**config.mk**
```make
export PLATFORM = sky130hd
export DESIGN_NAME = mem_bus_bridge
export DESIGN_NICKNAME = d
export VERILOG_FILES = /design/src/rtl/mem_bus_pkg.sv /design/src/rtl/bus_timeout_counter.sv /design/src/rtl/mem_bus_bridge.sv
export SDC_FILE = /design/constraint.sdc
export NUM_CORES = 1
export LEC_CHECK = 0
export CORE_UTILIZATION = 30
export CTS_BUF_LIST = sky130_fd_sc_hd__clkbuf_4
export DETAILED_ROUTE_END_ITERATION = 6
export GPL_TIMING_DRIVEN = 0
export REMOVE_ABC_BUFFERS = 1
export SYNTH_ARGS = -nofsm -noshare
export SYNTH_HDL_FRONTEND = slang
export SYNTH_SLANG_ARGS = --single-unit
```
**constraint.sdc**
```tcl
create_clock -name clk -period 2.6 [get_ports clk]
set_clock_uncertainty 0.15 [all_clocks]
set_input_delay 0.39 -clock clk [delete_from_list [all_inputs] [get_ports clk]]
set_output_delay 0.39 -clock clk [all_outputs]
set_load 0.01 [all_outputs]
```
**src/rtl/mem_bus_pkg.sv**
```systemverilog
// Shared types and constants for the request-handler-to-Wishbone bridge.
package mem_bus_pkg;

    // Bridge FSM: waiting for a handler request, or running a Wishbone cycle.
    typedef enum logic {
        IDLE = 1'b0,
        BUS  = 1'b1
    } bridge_state_t;

    // Value returned to the handler when a read ends by err_i or timeout.
    localparam logic [31:0] ERR_READ_DATA = 32'hDEAD_BEEF;

endpackage

```
**src/rtl/bus_timeout_counter.sv**
```systemverilog
// Saturating cycle counter used to bound how long the bridge waits for a slave.
// expired is high while the count sits at LIMIT.
module bus_timeout_counter #(
    parameter int unsigned LIMIT = 1022,
    parameter int unsigned WIDTH = 10
) (
    input  logic clk,
    input  logic rst,
    input  logic clear,
    input  logic enable,
    output logic expired
);

    localparam logic [WIDTH-1:0] LIMIT_V = WIDTH'(LIMIT);

    logic [WIDTH-1:0] count;

    // Count enabled cycles, holding at LIMIT once reached.
    always_ff @(posedge clk) begin
        if (rst || clear) begin
            count <= '0;
        end else if (enable && (count != LIMIT_V)) begin
            count <= count + 1'b1;
        end
    end

    assign expired = (count == LIMIT_V);

endmodule

```
**src/rtl/mem_bus_bridge.sv**
```systemverilog
// Accepts one single-cycle read/write request from the handler and runs it as
// a Wishbone classic cycle. mem_busy covers the whole bus cycle; bus_error
// pulses for one cycle when the slave errors or never answers.
//
// Handshake: the handler may present mem_read/mem_write only while mem_busy is
// low; a request is taken at the first edge it is seen in IDLE. On the bus,
// cyc_o/stb_o stay high until the first edge with ack_i, err_i or timeout.
module mem_bus_bridge
    import mem_bus_pkg::*;
#(
    parameter int unsigned TIMEOUT_CYCLES = 1023
) (
    input  logic          clk,
    input  logic          rst,
    input  logic          mem_read,
    input  logic          mem_write,
    input  logic [31:0]   adr_to_mem,
    input  logic [31:0]   data_to_mem,
    input  logic [3:0]    sel_to_mem,
    output logic [31:0]   data_from_mem,
    output logic          mem_busy,
    output logic          bus_error,
    output logic          cyc_o,
    output logic          stb_o,
    output logic          we_o,
    output logic [31:0]   adr_o,
    output logic [31:0]   dat_o,
    output logic [3:0]    sel_o,
    input  logic [31:0]   dat_i,
    input  logic          ack_i,
    input  logic          err_i,
    output bridge_state_t fsm_state
);

    localparam int unsigned CNT_W = $clog2(TIMEOUT_CYCLES + 1);

    bridge_state_t state_q;
    bridge_state_t state_d;
    logic          accept;
    logic          done_ok;
    logic          done_err;
    logic          expired;
    logic          we_q;

    // Timeout is measured from the first BUS cycle; the counter is held clear in IDLE.
    bus_timeout_counter #(
        .LIMIT (TIMEOUT_CYCLES - 1),
        .WIDTH (CNT_W)
    ) u_timeout (
        .clk     (clk),
        .rst     (rst),
        .clear   (state_q == IDLE),
        .enable  (state_q == BUS),
        .expired (expired)
    );

    // State register.
    always_ff @(posedge clk) begin
        if (rst) begin
            state_q <= IDLE;
        end else begin
            state_q <= state_d;
        end
    end

    // Next state and completion decode; err_i beats ack_i, ack_i beats timeout.
    always_comb begin
        state_d  = state_q;
        accept   = 1'b0;
        done_ok  = 1'b0;
        done_err = 1'b0;
        case (state_q)
            IDLE: begin
                if (mem_read || mem_write) begin
                    accept  = 1'b1;
                    state_d = BUS;
                end
            end
            BUS: begin
                if (err_i) begin
                    done_err = 1'b1;
                    state_d  = IDLE;
                end else if (ack_i) begin
                    done_ok = 1'b1;
                    state_d = IDLE;
                end else if (expired) begin
                    done_err = 1'b1;
                    state_d  = IDLE;
                end
            end
            default: state_d = IDLE;
        endcase
    end

    // Request latch, status flags and returned read data.
    always_ff @(posedge clk) begin
        if (rst) begin
            mem_busy      <= 1'b0;
            bus_error     <= 1'b0;
            we_q          <= 1'b0;
            adr_o         <= 32'h0;
            dat_o         <= 32'h0;
            sel_o         <= 4'h0;
            data_from_mem <= 32'h0;
        end else begin
            mem_busy  <= (state_d == BUS);
            bus_error <= done_err;
            if (accept) begin
                adr_o <= adr_to_mem;
                dat_o <= data_to_mem;
                sel_o <= sel_to_mem;
                we_q  <= mem_write;
            end
            if (done_ok && !we_q) begin
                data_from_mem <= dat_i;
            end else if (done_err && !we_q) begin
                data_from_mem <= ERR_READ_DATA;
            end
        end
    end

    // Bus qualifiers follow the state directly so they drop right after reset.
    assign cyc_o     = (state_q == BUS);
    assign stb_o     = (state_q == BUS);
    assign we_o      = (state_q == BUS) && we_q;
    assign fsm_state = state_q;

endmodule
```
=== Word-level counts from Yosys, hierarchy flattened ===
Index checks and enable logic that the tools add are counted.

* Flip-flop bits (word level): 113
* Bits in latches: 0
* Bits in writable memories: 0
* ROM bits: 0
* Bits of input ports: 106
* Output and inout port bits: 106
* Word-level logic and storage cells: 35
* Memories: 0

* $add $sub $neg: 1
* Multiply operators: 0
* Div/mod/pow operators: 0
* Order comparisons: 0
* Equal/unequal tests: 2
* Shifts and indexed selects: 0
* Mux-type cells: 15
* Bitwise operators: 1
* Reduce and logical (&&, ||, !) cells: 8

{| class="wikitable"
|+ Operators by type and width
! operator !! number
|-
| two-way mux 32 bit || 2
|-
| two-way mux 1 bit || 12
|-
| adder 10 x 1 -> 10 bit, second input constant || 1
|-
| == test 10 bit, second input constant || 1
|-
| inequality test 10 bit, second input constant || 1
|-
| logical AND 1 bit || 4
|-
| logical OR 1 bit || 2
|-
| one-hot mux 1 bit (2 select lines) || 1
|-
| nonzero test 2 bit || 1
|-
| zero test 1 bit || 1
|-
| inverter 1 bit || 1
|}

=== Logic depth before layout (Yosys ltp) ===
Gate-level depths: netlist of the first run.

* Word-level depth: 8
* Gate-level depth with buffers: 7
* Depth with buffers taken out: 6

=== By module ===
Synthesis of the first run repeated with hierarchy kept, for this count alone.

* Cell total of the unflattened synthesis: 467
* Area total of the unflattened synthesis: 4,130.2 um^2

{| class="wikitable"
|+ Modules (own cells, without submodules)
! module !! times used !! cells an instance !! area each (um^2) !! seq. area each (um^2)
|-
| mem_bus_bridge || 1 || 408 || 3,593.4 || 2,062.0
|-
| bus_timeout_counter || 1 || 59 || 536.8 || 200.2
|}

=== Least setup slack after synthesis of the first run ===
OpenSTA, ideal clock, no wires.

* Kind: register to register
* Start: reg u_timeout.count[0]
* End: reg data_from_mem[21]
* Setup time: 0.154 ns
* Arrival: 1.522 ns
* Data required time: 2.296 ns
* Path slack: 0.774 ns
* Cell stages (with the launch flop): 7
* Buffers on the path: 1
* Period minus slack after synthesis: 1.826 ns
* Cells stage by stage: dfxtp_1 > inv_1 > ha_1 > and4_1 > a311oi_4 > buf_6 > a2111oi_2

* Cells in the longest elaborated chain, start to end: 7

{| class="wikitable"
|+ RTL lines
! what !! RTL line !! source
|-
| from (decl) || bus_timeout_counter.sv:16 || <nowiki>logic [WIDTH-1:0] count;</nowiki>
|-
| from (signal assigned) || bus_timeout_counter.sv:23 || <nowiki>count <= count + 1'b1;</nowiki>
|-
| == test 10 bit || bus_timeout_counter.sv:27 || <nowiki>assign expired = (count == LIMIT_V);</nowiki>
|-
| two-way mux 1 bit || mem_bus_bridge.sv:86 || <nowiki>end else if (expired) begin</nowiki>
|-
| two-way mux 1 bit || mem_bus_bridge.sv:83 || <nowiki>end else if (ack_i) begin</nowiki>
|-
| two-way mux 1 bit || mem_bus_bridge.sv:80 || <nowiki>if (err_i) begin</nowiki>
|-
| two-way mux 1 bit || mem_bus_bridge.sv:72 || <nowiki>case (state_q)</nowiki>
|-
| logical AND 1 bit || mem_bus_bridge.sv:116 || <nowiki>end else if (done_err && !we_q) begin</nowiki>
|-
| nonzero test 2 bit (no line) || -- ||
|-
| to (signal assigned) || mem_bus_bridge.sv:115 || <nowiki>data_from_mem <= dat_i;</nowiki>
|-
| to (decl) || mem_bus_bridge.sv:20 || <nowiki>output logic [31:0] data_from_mem,</nowiki>
|}

Every way passes these cells.
A chain may end at the register's enable or synchronous reset.

==> results.toml, run 1 <==
[synthesis]
syn_inst = 536
syn_avg_cell_area_um2 = 8.434
async_flop_share = 0
syn_area_um2 = 4521
synth-edff-count = 0
ys_seq_elements = 113
synth-seq-area-share = 0.5004
ys_warn_count = 0
synthFlopType = "dfxtp_1"
yosysUniqueCellTypes = 39

[die]
die_area_um2 = 15560
fp.dieH_um = 124.8
chipWidth_um = 124.8
io_pins = 212
start_util = 0.3087
rows = 44
core_region_area_um2 = 14640

[pwr]
p_int_mw = 3.283
total_power_mw = 4.385
powerDensity_nw_per_um2 = 612.1
p_seq_frac = 0.437
p_sw_mw = 1.102
p_leak_nw = 2.619
clockPowerShare = 0.374
pwr-share-comb = 0.189
ir_worst_vdd_v = 0.0003132
power.share.switching = 0.2514

[cts]
clk_path_buf_depth = 2
ctsHoldBuffers = 0
cts-root-buf = "clkbuf_4"
h-tree-depth = 4
cts-buffers-inserted = 17
cts_tree = "yes"
cts.clk_slew.worst_paths_ns = 0.10
cts.sinks = 113
worstSkewPairLatency_ns = 0.51

[worst_setup_path]
slowest_stage = "clkdlybuf4s50_1"
critPathRequiredTime_ns = 2.06
path_class = "register to output port"
path_delay_family = "buffers and inverters"
cp_max_fo = 14
path_buf_inv = 1
worst_ep_arrival_time_ns = 1.73
max_stage_delay_ns = 0.55
crit_chain = "and2_1 > clkdlybuf4s50_1"
start_kind = "register"
cp-end-kind = "output port"

[place]
hpwl_um = 9023
routabilityCongestion = 0.7530
post-place-cells = 895
post_dp_cell_area_um2 = 6770
port_buffers = 211
place_ws_ns = -0.09404

[final_layout]
final_cells = 931
fill_cells = 1382
final_area_um2 = 7164
syn2layout_area_growth_pct = 58.48
fin_util = 0.4892
nNetsFinal = 841
final_layout_size_suffix_gt1_frac = 0.08847

[sta]
fin_crit_ns = 2.266
worstMarginPinSlew_ns = 1.334
max-slew-margin-rel = 0.1105
finalHoldWorstSlack_ns = 0.2247
rsz0062_at_grt = "no"
hold_viol = 0
setup_ws_ns = 0.3340
setup-tns-final_ns = 0
post-route-period-util = 0.8715
maxSlewViolCount = 0
fmax_mhz = 441.3
setup_viol = 0

[detailed_routing]
drt-total-wl_um = 12720
route.detailed.drc = 32
viasPerCell = 4.639
vias = 4319
antenna_left = 0
wl_per_cell_um = 13.67
drt_first_iter_violations = 206
dr.pass1.iters = 7

[grt]
grt_overflow = 0
antenna_found_initial = 1
globalRouteTotalUtil = 0.1693
grt_start_max_net_pins = 69
grt_pass1_wl_um = 20820
grt_pass1_vias = 4279

[status]
outcome = "finished, violations left"
violations = "design-rule violations"

[job]
cap_violations = 0

[min_path]
hold_class = "input pin to register"
[final timing paths]
path	slack, ns	cells past startpoint	start	to
worst max-delay path	0.33	2	mem_busy	we_o
worst min-delay path	0.22	2	rst	mem_busy
worst max register to register	0.45	3	mem_busy	adr_o[25]
worst min register to register	0.31	2	dat_o[26]	dat_o[26]
[state kept, by name (all words and copies together), names as in the netlist]
register / cells
dat_o: 32
adr_o: 32
we_q: 1
u_timeout.count: 10
sel_o: 4
bus_error: 1
mem_busy: 1
data_from_mem: 32
[layout by cell type (no fill, tap or decap), types with 3 or more instances in the layout]
cell type and instances:
clkdlybuf4s50_1 210, a31oi_1 3, a2111oi_4 5, nor2_1 57
dfxtp_1 112, a2111oi_2 16, nand2_1 146, buf_4 4
inv_1 25, nand3_1 3, and3_1 4, o21ai_0 3
a2111oi_0 3, bufinv_16 6, clkinv_1 3, a22oi_1 8
a21oi_1 79, clkbuf_4 20
[timing repair]
item / CTS / global route
resized for setup: 0 / 2
endpoints found under the setup margin: 0 / 24
buffers inserted: 0 / 3
[area by class of cell]
type | instances | area [um2] | area share
Sequential cell | 113 | 2263 | 0.3159
Inverter | 25 | 93.84 | 0.01310
Timing Repair Buffer | 219 | 2237 | 0.3123
Antenna cell | 1 | 2.502 | 0.0003493
Tap cell | 184 | 230.2 | 0.03213
Clock inverter | 12 | 212.7 | 0.02969
Multi-Input combinational cell | 357 | 1974 | 0.2756
Clock buffer | 20 | 150.1 | 0.02096
[per-layer routing]
metal | vias up | share of wire | global-route usage
met1 | 1972 | 0.41 | 0.1876
met5 | - | 0 | 0
met2 | 156 | 0.47 | 0.2826
met3 | 12 | 0.10 | 0.07646
met4 | 0 | 0.014 | 0.06536
li1 | 2179 | - | -
[cell usage after synthesis, drive strengths merged, types with 2 or more instances]
master / number / share of area
o21ai: 3 / 0.0033
and2: 2 / 0.0028
nor2: 58 / 0.048
dfxtp: 113 / 0.50
and4: 2 / 0.0039
a31oi: 3 / 0.0042
nand2: 146 / 0.12
nand2b: 2 / 0.0028
a311oi: 3 / 0.0097
ha: 2 / 0.0055
nor2b: 3 / 0.0042
a2111oi: 24 / 0.089
buf: 17 / 0.025
clkbuf: 24 / 0.020
a21oi: 79 / 0.087
nand3: 3 / 0.0033
xor2: 2 / 0.0039
and3: 4 / 0.0055
a22oi: 8 / 0.013
inv: 25 / 0.021
[power groups by stage]
stage	combinational [mW]	clock [mW]	sequential, mW
final	0.828	1.64	1.92
after global placement	0.817	0	1.95
after detailed placement	0.832	0	1.96
after CTS	0.836	1.70	1.92
after global routing	0.901	1.78	1.94
after floorplan	0.263	0	2.01
[kinds of logic (layout without fill, tap and decap cells)]
logic type	Yosys count	count (layout)	synth area share
AO/OA/AOI/OAI	127	127	0.2200
other	0	1	0
multiplexers	1	1	0.002214
AND/OR/NAND/NOR	224	224	0.1998
adder cells (fa/ha/maj)	2	2	0.005535
buffers and inverters	66	276	0.06615
flip-flops	113	113	0.5004
XOR/XNOR	3	3	0.005813
Power figures use the tool's default switching activity.
==> run 2, diff against run 1 <==
--- a/config.mk
+++ b/config.mk
@@ -5,6 +5,7 @@
 export SDC_FILE = /design/constraint.sdc
 export NUM_CORES = 1
 export LEC_CHECK = 0
+export CORE_MARGIN = 2
 export CORE_UTILIZATION = 30
 export CTS_BUF_LIST = sky130_fd_sc_hd__clkbuf_4
 export DETAILED_ROUTE_END_ITERATION = 6
==> run 2 against run 1 <==
  * The flow now finishes without violations
  * Die area is 3.2% higher
  * Core utilization is 0.89 points lower
  * Power is 8.7% lower
  * Clock power is 23% lower
  * Register-to-register slack worse by 0.13 ns
  * Sequential share of layout area is 0.57 points higher
  * Sequential cell count stayed put
  * Clock-buffer cell count is 3 lower
  * Cell count is 0.43% lower
  * Critical path type unchanged
  * Critical endpoint unchanged
  * Largest cell class unchanged
  * Highest routed layer unchanged
==> results.toml, run 2 (synthesis gave the netlist of run 1 again) <==
[cts]
ctsHoldBuffers = 0
cts-buffers-inserted = 17
cts.sinks = 113
cts_setup_buffers = 0
clk_path_buf_depth = 2
cts_tree = "yes"
h-tree-depth = 4
cts.clk_slew.worst_paths_ns = 0.11
cts-resized-gates = 0
cts-root-buf = "clkbuf_4"
worstSkewPairLatency_ns = 0.51

[worst_setup_path]
cp-end-kind = "output port"
cp_max_fo = 14
path_delay_family = "flip-flops"
start_kind = "register"
path_class = "register to output port"
r2r_cells = 3
max_stage_delay_ns = 0.63
path_buf_inv = 1
crit_chain = "and2_1 > clkdlybuf4s50_1"
critPathRequiredTime_ns = 2.06
slowest_stage = "dfxtp_1"
worst_ep_arrival_time_ns = 1.91
regToRegSetupSlack_ns = 0.32
worst-path-stages = 2

[die]
io_pins = 212
start_util = 0.3087
fp.dieH_um = 126.8
rows = 44
core_region_area_um2 = 14640
chipWidth_um = 126.8
die_area_um2 = 16070

[final_layout]
fin_util = 0.4803
antenna_cells = 0
fill_cells = 1382
top_regs = "adr_o: 32 flops, dat_o: 32 flops, data_from_mem: 32 flops"
final_cell_mix = "clkdlybuf4s50_1 (210), nand2_1 (146), dfxtp_1 (113)"
syn2layout_area_growth_pct = 55.60
final_cells = 927
nNetsFinal = 838
final_area_um2 = 7034
final_layout_size_suffix_gt1_frac = 0.08479
final_common_cell = "clkdlybuf4s50_1"

[grt]
grt-busiest-layer = "met2"
antenna_found_initial = 0
grt_use_met1 = 0.1902
met3_usage = 0.07676
grt_pass1_vias = 4224
globalRouteTotalUtil = 0.1609
grt_start_max_net_pins = 69
met2_usage = 0.2528
grt_overflow = 0
grt_pass1_wl_um = 20750

[sta]
fin_crit_ns = 2.445
setup_viol = 0
rsz0062_at_grt = "no"
finalHoldWorstSlack_ns = 0.2403
setup_ws_ns = 0.1546
max-slew-margin-rel = 0.1205
post-route-period-util = 0.9406
hold_viol = 0
fmax_mhz = 408.9
setup-tns-final_ns = 0
worstMarginPinSlew_ns = 1.319
maxSlewViolCount = 0

[pwr]
p_seq_frac = 0.478
p_int_mw = 2.856
pwr-share-comb = 0.206
power.share.switching = 0.2864
powerDensity_nw_per_um2 = 569.0
p_leak_nw = 2.536
total_power_mw = 4.002
clockPowerShare = 0.315
p_sw_mw = 1.146
ir_worst_vdd_v = 0.0002583

[place]
place_ws_ns = -0.08000
port_buffers = 211
routabilityCongestion = 0.7272
post-place-cells = 895
post_dp_cell_area_um2 = 6758
hpwl_um = 9031

[detailed_routing]
drt_first_iter_violations = 148
dr.pass1.iters = 4
viasPerCell = 4.663
antenna_left = 0
drt-total-wl_um = 12860
vias = 4323
route.detailed.drc = 0
wl_per_cell_um = 13.87

[min_path]
hold_class = "input pin to register"
holdPathStages = 2

[status]
outcome = "complete, no violations"

[job]
cap_violations = 0
run 2: final timing paths:
kind	start	to
min	rst	dat_o[17]
min reg2reg	dat_o[24]	dat_o[24]
max	mem_busy	we_o
max reg2reg	mem_busy	dat_o[18]
run 2: final cells by class:
class,instances,area (um2),share of cell area
Timing Repair Buffer,216,2202,0.3131
Sequential cell,113,2262,0.3216
Clock buffer,17,127.6,0.01814
Multi-Input combinational cell,357,1974,0.2807
Inverter,25,93.84,0.01334
Tap cell,184,230.2,0.03273
Clock inverter,15,143.9,0.02046
run 2: power groups by stage:
| stage | logic [mW] | clock network (mW) | registers (mW) |
|---|---|---|---|
| after floorplan | 0.263 | 0 | 2.01 |
| after global placement | 0.819 | 0 | 1.95 |
| after detailed placement | 0.831 | 0 | 1.96 |
| after CTS | 0.836 | 1.32 | 1.92 |
| after global routing | 0.899 | 1.39 | 1.93 |
| final | 0.825 | 1.26 | 1.91 |
run 2: worst reg2reg max path, cell delays in order (launching register included):
cell and delay [ns]:
dfxtp_1 0.63, or2_2 1.06, nand2_1 0.19, a21oi_1 0.19
run 2: layer usage:
metal	vias up	part of all wire
li1	2171	-
met1	1973	0.44
met2	161	0.44
met3	18	0.10
met4	0	0.020
met5	-	0
